$ cat src/rtl/mem_map_pkg.sv
// -----------------------------------------------------------------------------
// mem_map_pkg
// Shared types and constants for the S100 Z80 SBC memory-map decoder and
// its wait-state counter.
//   access_state_e : bus access FSM states (IDLE, ACTIVE)
//   region_e       : decoded memory region (REG_NONE, REG_ROM, REG_RAM)
//   WS_W           : width of wait-state counters (0..15 wait clocks)
// -----------------------------------------------------------------------------
package mem_map_pkg;

    localparam int WS_W = 4;

    typedef enum logic {
        IDLE   = 1'b0,
        ACTIVE = 1'b1
    } access_state_e;

    typedef enum logic [1:0] {
        REG_NONE = 2'd0,
        REG_ROM  = 2'd1,
        REG_RAM  = 2'd2
    } region_e;

endpackage

$ cat src/rtl/mem_wait_counter.sv
// -----------------------------------------------------------------------------
// mem_wait_counter
// Loadable down-counter that produces a registered wait request. Intended to
// be shared by memory and (later) I/O decoders.
// Ports:
//   clock    in   system clock
//   reset_n  in   asynchronous active-low reset
//   active   in   bus strobe of the current access; low clears the counter
//   load     in   first clock of an access; loads load_val
//   load_val in   number of wait clocks for this access (0 = no wait)
//   wait_req out  registered; high while the count is non-zero and active
// -----------------------------------------------------------------------------
module mem_wait_counter
    import mem_map_pkg::*;
(
    input  logic            clock,
    input  logic            reset_n,
    input  logic            active,
    input  logic            load,
    input  logic [WS_W-1:0] load_val,
    output logic            wait_req
);

    logic [WS_W-1:0] cnt_r;
    logic [WS_W-1:0] cnt_next_s;
    logic            zero_s;
    logic            wait_req_r;

    // Next count: clear when the strobe drops, load at access start, else count down to zero
    always_comb begin
        zero_s     = (cnt_r == {WS_W{1'b0}});
        cnt_next_s = cnt_r;
        if (!active) begin
            cnt_next_s = {WS_W{1'b0}};
        end else if (load) begin
            cnt_next_s = load_val;
        end else if (!zero_s) begin
            cnt_next_s = cnt_r - {{(WS_W-1){1'b0}}, 1'b1};
        end else begin
            cnt_next_s = {WS_W{1'b0}};
        end
    end

    // Counter and registered wait request (request follows the updated count)
    always_ff @(posedge clock or negedge reset_n) begin
        if (!reset_n) begin
            cnt_r      <= {WS_W{1'b0}};
            wait_req_r <= 1'b0;
        end else begin
            cnt_r      <= cnt_next_s;
            wait_req_r <= (cnt_next_s != {WS_W{1'b0}});
        end
    end

    assign wait_req = wait_req_r;

endmodule

$ cat src/rtl/mem_map_decoder.sv
// -----------------------------------------------------------------------------
// mem_map_decoder
// Memory-map decoder for the S100 Z80 FPGA SBC. Decodes CPU strobes into
// registered ROM/RAM chip selects, inserts per-region wait states and keeps a
// boot overlay (ROM answers all reads after reset until the first read that
// actually falls inside the ROM window).
// Optional feature: define MEM_BANK_EN to add a RAM bank register.
// Ports:
//   clock, reset_n        clock, asynchronous active-low reset
//   address               CPU address (ADDR_W bits)
//   memread, memwrite     active-high memory strobes
//   rom_cs, ram_cs        registered chip selects (one-hot or idle)
//   wait_req              registered wait request to CPU WAIT logic
//   boot_active           high while the boot overlay is in force
//   bank_wr, bank_data    (MEM_BANK_EN) bank register load strobe / value
//   ram_bank              (MEM_BANK_EN) bank latched at access start
// -----------------------------------------------------------------------------
module mem_map_decoder
    import mem_map_pkg::*;
#(
    parameter int ADDR_W   = 16,
    parameter int ROM_BASE = 'hF000,
    parameter int ROM_SIZE = 'h1000,
    parameter int ROM_WS   = 2,
    parameter int RAM_WS   = 0,
    parameter int BANK_W   = 2
) (
    input  logic              clock,
    input  logic              reset_n,
    input  logic [ADDR_W-1:0] address,
    input  logic              memread,
    input  logic              memwrite,
    output logic              rom_cs,
    output logic              ram_cs,
    output logic              wait_req,
    output logic              boot_active
`ifdef MEM_BANK_EN
    ,
    input  logic              bank_wr,
    input  logic [BANK_W-1:0] bank_data,
    output logic [BANK_W-1:0] ram_bank
`endif
);

    localparam logic [ADDR_W-1:0] ROM_MASK_C = ~ADDR_W'(ROM_SIZE - 1);
    localparam logic [ADDR_W-1:0] ROM_BASE_C = ADDR_W'(ROM_BASE);
    localparam logic [WS_W-1:0]   ROM_WS_C   = WS_W'(ROM_WS);
    localparam logic [WS_W-1:0]   RAM_WS_C   = WS_W'(RAM_WS);

    // Elaboration-time parameter sanity checks
    if ((ROM_SIZE <= 0) || ((ROM_SIZE & (ROM_SIZE - 1)) != 0) || (ROM_SIZE > (2 ** ADDR_W)))
        begin : g_bad_rom_size
            $error("mem_map_decoder: ROM_SIZE must be a power of two <= 2**ADDR_W");
        end
    if ((ROM_BASE & (ROM_SIZE - 1)) != 0) begin : g_bad_rom_base
        $error("mem_map_decoder: ROM_BASE must be aligned to ROM_SIZE");
    end
    if ((ROM_WS < 0) || (ROM_WS > 15) || (RAM_WS < 0) || (RAM_WS > 15) || (BANK_W < 1))
        begin : g_bad_ws
            $error("mem_map_decoder: wait states must be 0..15 and BANK_W >= 1");
        end

    access_state_e   state_r;
    region_e         region_r;
    region_e         region_s;
    logic            access_prev_r;
    logic            rom_cs_r;
    logic            ram_cs_r;
    logic            boot_r;
    logic            access_s;
    logic            access_start_s;
    logic            rd_only_s;
    logic            in_rom_s;
    logic [WS_W-1:0] ws_load_s;

    // Strobe edge detect and region decode for the access being started
    always_comb begin
        access_s       = memread | memwrite;
        access_start_s = access_s & ~access_prev_r;
        // Simultaneous read and write strobes are treated as a write
        rd_only_s      = memread & ~memwrite;
        in_rom_s       = ((address & ROM_MASK_C) == ROM_BASE_C);
        if (rd_only_s && (in_rom_s || boot_r)) begin
            region_s  = REG_ROM;
            ws_load_s = ROM_WS_C;
        end else begin
            region_s  = REG_RAM;
            ws_load_s = RAM_WS_C;
        end
    end

    // Access FSM with registered chip selects and boot overlay
    always_ff @(posedge clock or negedge reset_n) begin
        if (!reset_n) begin
            state_r       <= IDLE;
            region_r      <= REG_NONE;
            access_prev_r <= 1'b0;
            rom_cs_r      <= 1'b0;
            ram_cs_r      <= 1'b0;
            boot_r        <= 1'b1;
        end else begin
            access_prev_r <= access_s;
            // First read into the ROM window ends the overlay; that read is still ROM
            if (access_start_s && rd_only_s && in_rom_s) begin
                boot_r <= 1'b0;
            end
            case (state_r)
                IDLE: begin
                    if (access_start_s) begin
                        state_r  <= ACTIVE;
                        region_r <= region_s;
                        rom_cs_r <= (region_s == REG_ROM);
                        ram_cs_r <= (region_s == REG_RAM);
                    end else begin
                        region_r <= REG_NONE;
                        rom_cs_r <= 1'b0;
                        ram_cs_r <= 1'b0;
                    end
                end
                ACTIVE: begin
                    // Decode is held for the whole access; address changes are ignored
                    if (!access_s) begin
                        state_r  <= IDLE;
                        region_r <= REG_NONE;
                        rom_cs_r <= 1'b0;
                        ram_cs_r <= 1'b0;
                    end else begin
                        rom_cs_r <= (region_r == REG_ROM);
                        ram_cs_r <= (region_r == REG_RAM);
                    end
                end
                default: begin
                    state_r  <= IDLE;
                    region_r <= REG_NONE;
                    rom_cs_r <= 1'b0;
                    ram_cs_r <= 1'b0;
                end
            endcase
        end
    end

    mem_wait_counter u_wait_counter (
        .clock    (clock),
        .reset_n  (reset_n),
        .active   (access_s),
        .load     (access_start_s),
        .load_val (ws_load_s),
        .wait_req (wait_req)
    );

`ifdef MEM_BANK_EN
    logic [BANK_W-1:0] bank_r;
    logic [BANK_W-1:0] ram_bank_r;

    // Bank register; the value in use is sampled at access start so a load
    // during an access only affects the following access
    always_ff @(posedge clock or negedge reset_n) begin
        if (!reset_n) begin
            bank_r     <= {BANK_W{1'b0}};
            ram_bank_r <= {BANK_W{1'b0}};
        end else begin
            if (access_start_s) begin
                ram_bank_r <= bank_r;
            end
            if (bank_wr) begin
                bank_r <= bank_data;
            end
        end
    end

    assign ram_bank = ram_bank_r;
`endif

    assign rom_cs      = rom_cs_r;
    assign ram_cs      = ram_cs_r;
    assign boot_active = boot_r;

endmodule

$ cat config.mk
export PLATFORM = sky130hd
export DESIGN_NAME = mem_map_decoder
export DESIGN_NICKNAME = d
export VERILOG_FILES = /design/src/rtl/mem_map_pkg.sv /design/src/rtl/mem_wait_counter.sv /design/src/rtl/mem_map_decoder.sv
export SDC_FILE = /design/constraint.sdc
export NUM_CORES = 1
export LEC_CHECK = 0
export CORE_UTILIZATION = 35
export DETAILED_ROUTE_END_ITERATION = 8
export HOLD_SLACK_MARGIN = 0.15
export PLACE_DENSITY = 0.76
export SLEW_MARGIN = 20
export SYNTH_ARGS = -nofsm -noshare
export SYNTH_HDL_FRONTEND = slang
export SYNTH_SLANG_ARGS = --single-unit
$ cat constraint.sdc
create_clock -name clock -period 1.2 [get_ports clock]
set_input_delay 0.3 -clock clock [delete_from_list [all_inputs] [get_ports clock]]
set_output_delay 0.3 -clock clock [all_outputs]
set_load 0.02 [all_outputs]
* Word level (Yosys, flattened, before mapping)
Cells that the tools add are included.
** Word-level totals
- Register bits :: 12
- Bits of input ports :: 20
- Word-level logic and storage cells :: 44
- Output and inout bits :: 4
** Operators by class
- Eq/ne operators :: 6
- Bitwise logic cells :: 6
- Add/sub/neg operators :: 1
- Reductions and logical operators :: 6
- Muxes and demuxes :: 17
** Operators by type and width (number)
- $mux 4 :: 3
- $mux 2 :: 4
- $mux 1 :: 6
- $pmux 1 s2 :: 3
- $eq 2x1->1 const B :: 2
- $eq 2x2->1 const B :: 2
- $eq 4x4->1 const B :: 1
- $logic_not 4->1 :: 1
- $pmux 2 s2 :: 1
- $reduce_bool 4->1 :: 1
- $sub 4x1->4 const B :: 1
- $logic_and 1x1->1 :: 3
- $not 1->1 :: 3
- $and 1x1->1 :: 2
- $ne 2x2->1 const B :: 1
- $logic_or 1x1->1 :: 1
- $or 1x1->1 :: 1

* Longest topological paths before layout
Gate-level depths: netlist (run 1).
- Depth in word-level cells :: 7
- Depth in mapped cells :: 5
- Depth with buffers taken out :: 5

* By module
From an unflattened synthesis (run 1), not the netlist that was laid out.
** Second synthesis, totals
- Cell total of the unflattened synthesis :: 52
- Area, all modules :: 534.3 µm²
** By module, submodules not included
- mem_map_decoder :: sequential area each 176.4 µm², area an instance 304.0 µm², cells an instance 28, times used 1
- mem_wait_counter :: sequential area each 125.1 µm², area an instance 230.2 µm², cells an instance 24, times used 1

* Least setup slack after synthesis (run 1)
OpenSTA, ideal clock, no wires.
- Path kind :: flip-flop to flip-flop
- Start :: register u_wait_counter.cnt_r[0]
- End :: register u_wait_counter.wait_req_r (netlist: u_wait_counter.wait_req)
- Arrival :: 1.158 ns
- Setup time :: 0.142 ns
- Cell stages (with the launch flop) :: 6
- Buffers on the path :: 0
- Data required time :: 1.058 ns
- Clock period less this slack :: 1.301 ns
- Slack :: -0.101 ns
- Path through :: dfrtp_1 -> inv_1 -> ha_1 -> inv_1 -> o311ai_1 -> o21ai_1
** Between the ends
- Longest elaborated chain between the ends :: 5
- Elaborated cells between the ends (all ways) :: 6
- Classes of those cells :: 1 x add/sub; 3 x mux; 2 x reduce/logical
** RTL lines
- from (decl) :: RTL line mem_wait_counter.sv:24 : logic [WS_W-1:0] cnt_r;
- from (signal assigned) :: RTL line mem_wait_counter.sv:47 : cnt_r <= {WS_W{1'b0}};
- from (signal assigned) :: RTL line mem_wait_counter.sv:50 : cnt_r <= cnt_next_s;
- $sub 4x1->4 or $logic_not 4->1 (tied branches) :: RTL line mem_wait_counter.sv:38, mem_wait_counter.sv:31
- $mux 4 * :: RTL line mem_wait_counter.sv:37 : end else if (!zero_s) begin
- $mux 4 * :: RTL line mem_wait_counter.sv:35 : end else if (load) begin
- $mux 4 * :: RTL line mem_wait_counter.sv:33 : if (!active) begin
- $reduce_bool 4->1 * :: RTL line mem_wait_counter.sv:51 : wait_req_r <= (cnt_next_s != {WS_W{1'b0}});
- to (signal assigned) :: RTL line mem_wait_counter.sv:51
- to (decl) :: RTL line mem_wait_counter.sv:27 : logic wait_req_r;
Mark *: on every way between the ends. The rest lies on a longest branch, timed or not.
A chain may end at the register's enable or synchronous reset.

* Worst setup path in the final report (run 1)
- Start :: register access_prev_r
- End :: register rom_cs_r (netlist: rom_cs)
** Between the ends
- Longest elaborated chain between the ends :: 4
** RTL lines
- from (decl) :: RTL line mem_map_decoder.sv:66 : logic access_prev_r;
- from (signal assigned) :: RTL line mem_map_decoder.sv:102 : access_prev_r <= access_s;
- $not 1->1 :: RTL line mem_map_decoder.sv:79 : access_start_s = access_s & ~access_prev_r;
- $and 1x1->1 :: RTL line mem_map_decoder.sv:79
- $mux 1 :: RTL line mem_map_decoder.sv:109 : if (access_start_s) begin
- $pmux 1 s2 :: RTL line mem_map_decoder.sv:107 : case (state_r)
- to (signal assigned) :: RTL line mem_map_decoder.sv:112 : rom_cs_r <= (region_s == REG_ROM);
- to (signal assigned) :: RTL line mem_map_decoder.sv:128 : rom_cs_r <= (region_r == REG_ROM);
- to (decl) :: RTL line mem_map_decoder.sv:67 : logic rom_cs_r;
Every way passes these cells.

==> results of run 1 <==
cell type report:
type / count / area, sq um
fill: 118 / 529
sequential: 12 / 302
multi-input combinational: 34 / 292
timing repair buffer: 22 / 180
clock buffer: 4 / 26.3
inverter: 5 / 18.8
tap: 15 / 18.8
metrics by stage:
| step | worst slack [ns] | cells |
|---|---|---|
| floorplan | -0.00904 | 51 |
| global placement | -0.401 | 84 |
| detailed placement | -0.427 | 84 |
| CTS | -0.105 | 88 |
| global route | -0.0716 | 92 |
| finish | -0.0420 | 92 |
worst max-delay path: cells and delay by family, from the launching register on:
| family | cells | cell delay, ns |
|---|---|---|
| flip-flops | 1 | 0.39 |
| AND/OR/NAND/NOR | 3 | 0.81 |
power by group:
part,internal [mW],total (mW),switching [mW]
clock,0.129,0.255,0.126
combinational,0.345,0.642,0.297
sequential,0.487,0.555,0.0672
routing by layer:
| layer | vias to the layer above | global-route usage | share of wire |
|---|---|---|---|
| met2 | 7 | 0.336 | 0.55 |
| met1 | 231 | 0.187 | 0.40 |
| met5 | - | 0 | 0 |
| met3 | 5 | 0.0978 | 0.039 |
| met4 | 0 | 0.0750 | 0.011 |
| li1 | 229 | - | - |
flip-flops by register name, indices dropped and copies added, names as in the netlist:
name                     cells
u_wait_counter.cnt_r         4
region_r                     2
access_prev_r                1
boot_active                  1
ram_cs                       1
rom_cs                       1
state_r                      1
u_wait_counter.wait_req      1
worst min-delay path by stage:
| stage | start | end | slack [ns] | cells past startpoint |
|---|---|---|---|---|
| 2_1_floorplan | reset_n | access_prev_r | 0.004 | 0 |
| 3_3_place_gp | u_wait_counter.cnt_r[0] | u_wait_counter.cnt_r[0] | 0.52 | 2 |
| 3_5_place_dp | u_wait_counter.cnt_r[0] | u_wait_counter.cnt_r[0] | 0.52 | 2 |
| 4_1_cts | reset_n | region_r[0] | 0.34 | 2 |
| 5_1_grt | reset_n | ram_cs | 0.35 | 2 |
| 6_report | reset_n | region_r[0] | 0.34 | 2 |
logic make-up (layout without fill, tap and decap cells):
| logic type | Yosys count | in the layout |
|---|---|---|
| adders and majority gates | 2 | 2 |
| buffers and inverters | 5 | 31 |
| AOI/OAI and AO/OA | 8 | 8 |
| xor gates and xnor gates | 2 | 2 |
| and+or+nand+nor | 22 | 22 |
| DFF | 12 | 12 |
cells in the mapped netlist (2+ instances only):
cell type / instances
inv_1: 4
xnor2_1: 2
dfrtp_1: 11
ha_1: 2
a21oi_1: 2
nor2b_1: 3
o21ai_1: 2
nand3_1: 3
nor3_1: 2
nand2_1: 2
nor2_1: 6
repair_timing:
action / in CTS / in global routing
endpoints found under the setup margin: 12 / 10
setup buffers: 0 / 4
pin swaps: 4 / 8
resized for setup: 23 / 15
==> run summary, run 1 <==
Status -> finished with violations
Largest net degree at the start of global routing -> 13
Compound-gate portion of the synthesized area -> 0.0939
Cell Pwr Density -> 1730 nW/um^2
Worst R2R Path Depth -> 3
Synthesis-stage register bit count -> 12
Post-Synth Simple-Gate Area -> 0.225
EDFF count, synth -> 0
DR iter-0 viols -> 3
Clock Skew -> 0.00872 ns
Distinct cells, synth -> 23
Final Core Density -> 0.613
Vias per cell -> 5.13
Post-Route WL -> 1230 microns
CP Launch Point -> access_prev_r
Synth async-reset ratio -> 1.00
Chip height -> 41.0 microns
Routed len/inst -> 13.4 microns
CTS Sinks -> 12
Antenna violations before repair -> 0
Root Buffer -> clkbuf_4
TritonCTS buffer count -> 3
Max stage delay cell, worst path -> dfrtp_1
Largest family of logic cells by synthesized area -> simple AND/OR/NAND/NOR gates
Seq/Total Area, Yosys -> 0.566
Fin crit share -> 1.04
GRT overflow -> 0
Setup TNS -> -0.109 ns
Top FF cell, synth -> dfrtp_1
Synth top area cells -> dfrtp_1 (52%), dfstp_2 (4.9%), ha_1 (4.7%)
Mux contribution to synthesized area -> 0
Commonest non-fill, non-tap cell in the layout -> dfrtp_1
Post-synth net total -> 73
Diodes inserted -> 0
Share of layout cells above drive strength 1 -> 0.442
Global-route wire length before repair -> 1900 microns
Gpl congestion -> 0.705
Via count -> 472
Failing checks -> negative setup slack
Max Clock Freq -> 805 MHz
Worst R2R Start -> access_prev_r
WS Path Type -> register to register
Total power -> 1.45 mW
Synth Cell Area -> 533 sq um
XOR/XNOR Fraction of Synth Area -> 0.0329
Chip width -> 41.0 microns
Hpwl dp -> 810 microns
Finish-stage setup viols -> 4
Setup slack, reg-to-reg -> -0.04 ns
Row cnt -> 13
Critical Path RT -> 1.42 ns
Leak Pwr -> 0.382 nW
Final Hold Vio Count -> 0
Vias in the first global route -> 466
Synthesis-to-finish area growth -> 57.0%
CP max stage delay -> 0.39 ns
Hold-fix buffers, CTS -> 0
Commonest cells after routing, fill and taps aside -> dfrtp_1 (11), buf_4 (10), nor2_1 (6), clkdlybuf4s50_1 (5), inv_2 (4)
Area share of fa/ha/maj cells after synthesis -> 0.0469
Post-route cell area -> 837 sq um
Max H-tree Level -> 1
DR DRC count -> 0
Worst Path Arrival -> 1.46 ns
Max-Cap Viols -> 0
Worst-path cell chain -> or3b_4, or3_4, nand2_2
Worst Hold Class -> input pin to async pin
Drt pass-1 iters -> 4
Crit Path Max Fanout -> 3
Headroom to the max-slew limit -> 0.779
DIE AREA -> 1680 sq um
Final min period -> 1.24 ns
Area of the core -> 1370 sq um
I/O pins -> 24
Final Net Count -> 100
GR Util All Layers -> 0.191
Post-synth top area cell -> dfrtp_1
Area after DPL -> 722 sq um
Mean Syn Cell Area -> 10.5 sq um
Yosys top cell area share -> 0.516
CP Launch Type -> register
RR Endpoint -> rom_cs
Worst setup margin -> -0.0420 ns
Max Slew Vio Count -> 0
Number of routed nets with antenna violations -> 0
PortBufs -> 11
Syn Inst Count -> 51
Actual slew at the worst max-slew pin -> 0.330 ns
Hold Slack -> 0.339 ns
Crit. End Element -> register
VDD IR max -> 1.14 mV
Worst-path clk slew -> 0.07 ns
Initial Utilization -> 0.390
Synth warnings -> 0
Unrepaired setup endpoints after global routing -> true
CTS Buffer Depth -> 2
Setup crit end -> rom_cs
CTS tree -> built
Skew-Pair Late Insertion Delay -> 0.27 ns
(Power assumes the default switching activity.)
==> run 2: changes to the inputs <==
==> constraint.sdc (replaced) <==
create_clock -name clock -period 1.2 [get_ports clock]
set_input_delay 0.3 -clock clock [delete_from_list [all_inputs] [get_ports clock]]
set_output_delay 0.3 -clock clock [all_outputs]
set_load 0.005 [all_outputs]
==> run 2 against run 1 <==
- the run still ends with negative setup slack left
- final cell count stayed put
- first-iteration DRC count is the same
- clock-buffer cell count stayed put
- maximum frequency unchanged
- highest routed layer unchanged
==> run summary, run 2 (same netlist as run 1, synthesis figures left out) <==
Status -> finished with violations
Failing checks -> negative setup slack
Max Clock Freq -> 805 MHz (unchanged)
RR Endpoint -> rom_cs
Critical Path RT -> 1.42 ns (about the same)
CTS Buffer Depth -> 2 (unchanged)
Commonest cells after routing, fill and taps aside -> dfrtp_1 (11), buf_4 (11), nor2_1 (6), clkdlybuf4s50_1 (5), inv_2 (4)
Drt pass-1 iters -> 4 (unchanged)
Fin crit share -> 1.04 (unchanged)
TritonCTS buffer count -> 3 (unchanged)
CP Launch Type -> register
DIE AREA -> 1680 sq um (unchanged)
Global-route wire length before repair -> 1930 microns (+1.5%)
Largest net degree at the start of global routing -> 13 (unchanged)
Share of layout cells above drive strength 1 -> 0.429 (-0.0130)
Antenna violations before repair -> 0 (unchanged)
Crit. End Element -> register
Max H-tree Level -> 1 (unchanged)
Headroom to the max-slew limit -> 0.779 (unchanged)
Vias in the first global route -> 472 (+1.3%)
Setup slack, reg-to-reg -> -0.04 ns (about the same)
Setup TNS -> -0.0808 ns (+0.0278 ns)
WS Path Type -> register to register
Worst R2R Path Depth -> 3 (unchanged)
Hpwl dp -> 810 microns (unchanged)
Leak Pwr -> 0.379 nW (-0.63%)
VDD IR max -> 1.14 mV (about the same)
CTS tree -> built
DR WL met2 -> 679 microns (-0.29%)
Worst-path clk slew -> 0.07 ns (about the same)
Actual slew at the worst max-slew pin -> 0.330 ns (unchanged)
Pre-CTS WS -> -0.427 ns (unchanged)
Chip width -> 41.0 microns (unchanged)
Post-Route WL -> 1230 microns (-0.16%)
Worst setup margin -> -0.0420 ns (unchanged)
Synthesis-to-finish area growth -> 56.1%
Initial Utilization -> 0.390 (unchanged)
Cell Pwr Density -> 1730 nW/um^2 (-0.51%)
Top layer in use -> met4
Diodes inserted -> 0 (unchanged)
Gpl congestion -> 0.705 (unchanged)
Row cnt -> 13 (unchanged)
Worst Path Arrival -> 1.46 ns (about the same)
Unrepaired setup endpoints after global routing -> true
Hold-fix buffers, CTS -> 0 (unchanged)
Max-Cap Viols -> 0 (unchanged)
Largest register FFs -> 4 (unchanged)
Post-route cell area -> 832 sq um (-0.60%)
GRT overflow -> 0 (unchanged)
GR Util All Layers -> 0.194 (+0.00229)
Max Slew Vio Count -> 0 (unchanged)
Clock Skew -> 0.00872 ns (unchanged)
Final min period -> 1.24 ns (unchanged)
Area after DPL -> 722 sq um (unchanged)
Final non-filler cell total -> 92 (unchanged)
CTS Sinks -> 12 (unchanged)
Top reg by flops -> u_wait_counter.cnt_r
I/O pins -> 24 (unchanged)
Worst R2R Start -> access_prev_r
Chip height -> 41.0 microns (unchanged)
Crit Path Max Fanout -> 3 (unchanged)
Vias per cell -> 5.13 (unchanged)
Worst Hold Class -> input pin to async pin
PortBufs -> 11 (unchanged)
Cell count after placement -> 84 (unchanged)
DR DRC count -> 0 (unchanged)
Routed len/inst -> 13.4 microns (-0.16%)
Met1 WL -> 490 microns (+0.41%)
Via count -> 472 (unchanged)
DR iter-0 viols -> 3 (unchanged)
Finish-stage setup viols -> 3 (-1)
Number of routed nets with antenna violations -> 0 (unchanged)
Area of the core -> 1370 sq um (unchanged)
Skew-Pair Late Insertion Delay -> 0.27 ns (about the same)
DR WL met3 -> 46 microns (-4.2%)
Root Buffer -> clkbuf_4
Hold Slack -> 0.336 ns (-0.00259 ns)
Final Net Count -> 100 (unchanged)
Final Hold Vio Count -> 0 (unchanged)
Top flop regs -> u_wait_counter.cnt_r (4), region_r (2)
## run 2: cell types whose count changed in the layout (fill, tap and decap cells not counted), sizes merged
cell,change
buf,-3
clkbuf,+2
clkdlybuf4s15,+1
## run 2: how the worst max path moves through the flow
stage | endpoint | from | slack [ns]
final | rom_cs | access_prev_r | -0.04
after global routing | rom_cs | access_prev_r | -0.07
after CTS | rom_cs | access_prev_r | -0.10
after detailed placement | rom_cs | memread | -0.43
after global placement | rom_cs | memread | -0.40
after floorplan | region_r[0] | access_prev_r | -0.009
## run 2: what timing repair did
| item | 4_1_cts | 5_1_grt |
|---|---|---|
| endpoints found under the setup margin | 12 | 11 |
| resized for setup | 16 | 15 |
| buffers inserted | 0 | 4 |
| pin swaps | 4 | 8 |
## run 2: area by class of cell
cell class | instances | area, sq um
fill | 119 | 534
sequential | 12 | 302
multi-input combinational | 34 | 292
timing repair buffer | 22 | 175
clock buffer | 4 | 26.3
inverter | 5 | 18.8
tap | 15 | 18.8
## run 2: power breakdown
group | total (mW) | switching, mW | internal (mW) | leakage [nW]
Sequential | 0.555 | 0.0679 | 0.488 | 0.150
Clock | 0.255 | 0.126 | 0.129 | 0.0150
Combinational | 0.625 | 0.273 | 0.352 | 0.214
## run 2: per-stage QoR
| stage | total power [mW] | util |
|---|---|---|
| 5_1_grt | 1.54 | 0.609 |
| 3_3_place_gp | 0.953 | 0.528 |
| 6_report | 1.44 | 0.609 |
| 2_1_floorplan | 0.797 | - |
| 3_5_place_dp | 0.973 | 0.528 |
| 4_1_cts | 1.29 | 0.557 |
## run 2: metal layers
| metal | GRT usage | vias up |
|---|---|---|
| li1 | - | 229 |
| met1 | 0.194 | 231 |
| met2 | 0.336 | 7 |
| met3 | 0.0978 | 5 |
| met4 | 0.0750 | 0 |
| met5 | 0 | - |
## run 2: critical path: stages (launching register included)
cell     delay (ns)
dfrtp_1        0.39
or3b_4         0.39
or3_4          0.35
nand2_2        0.07
==> run 3: changes to the inputs <==
--- a/config.mk
+++ b/config.mk
@@ -9,7 +9,7 @@
 export DETAILED_ROUTE_END_ITERATION = 8
 export HOLD_SLACK_MARGIN = 0.15
 export PLACE_DENSITY = 0.76
-export SLEW_MARGIN = 20
+export SLEW_MARGIN = 15
 export SYNTH_ARGS = -nofsm -noshare
 export SYNTH_HDL_FRONTEND = slang
 export SYNTH_SLANG_ARGS = --single-unit
==> results of run 3 <==
The final DEF is identical to that of run 2; final timing and power are the same.
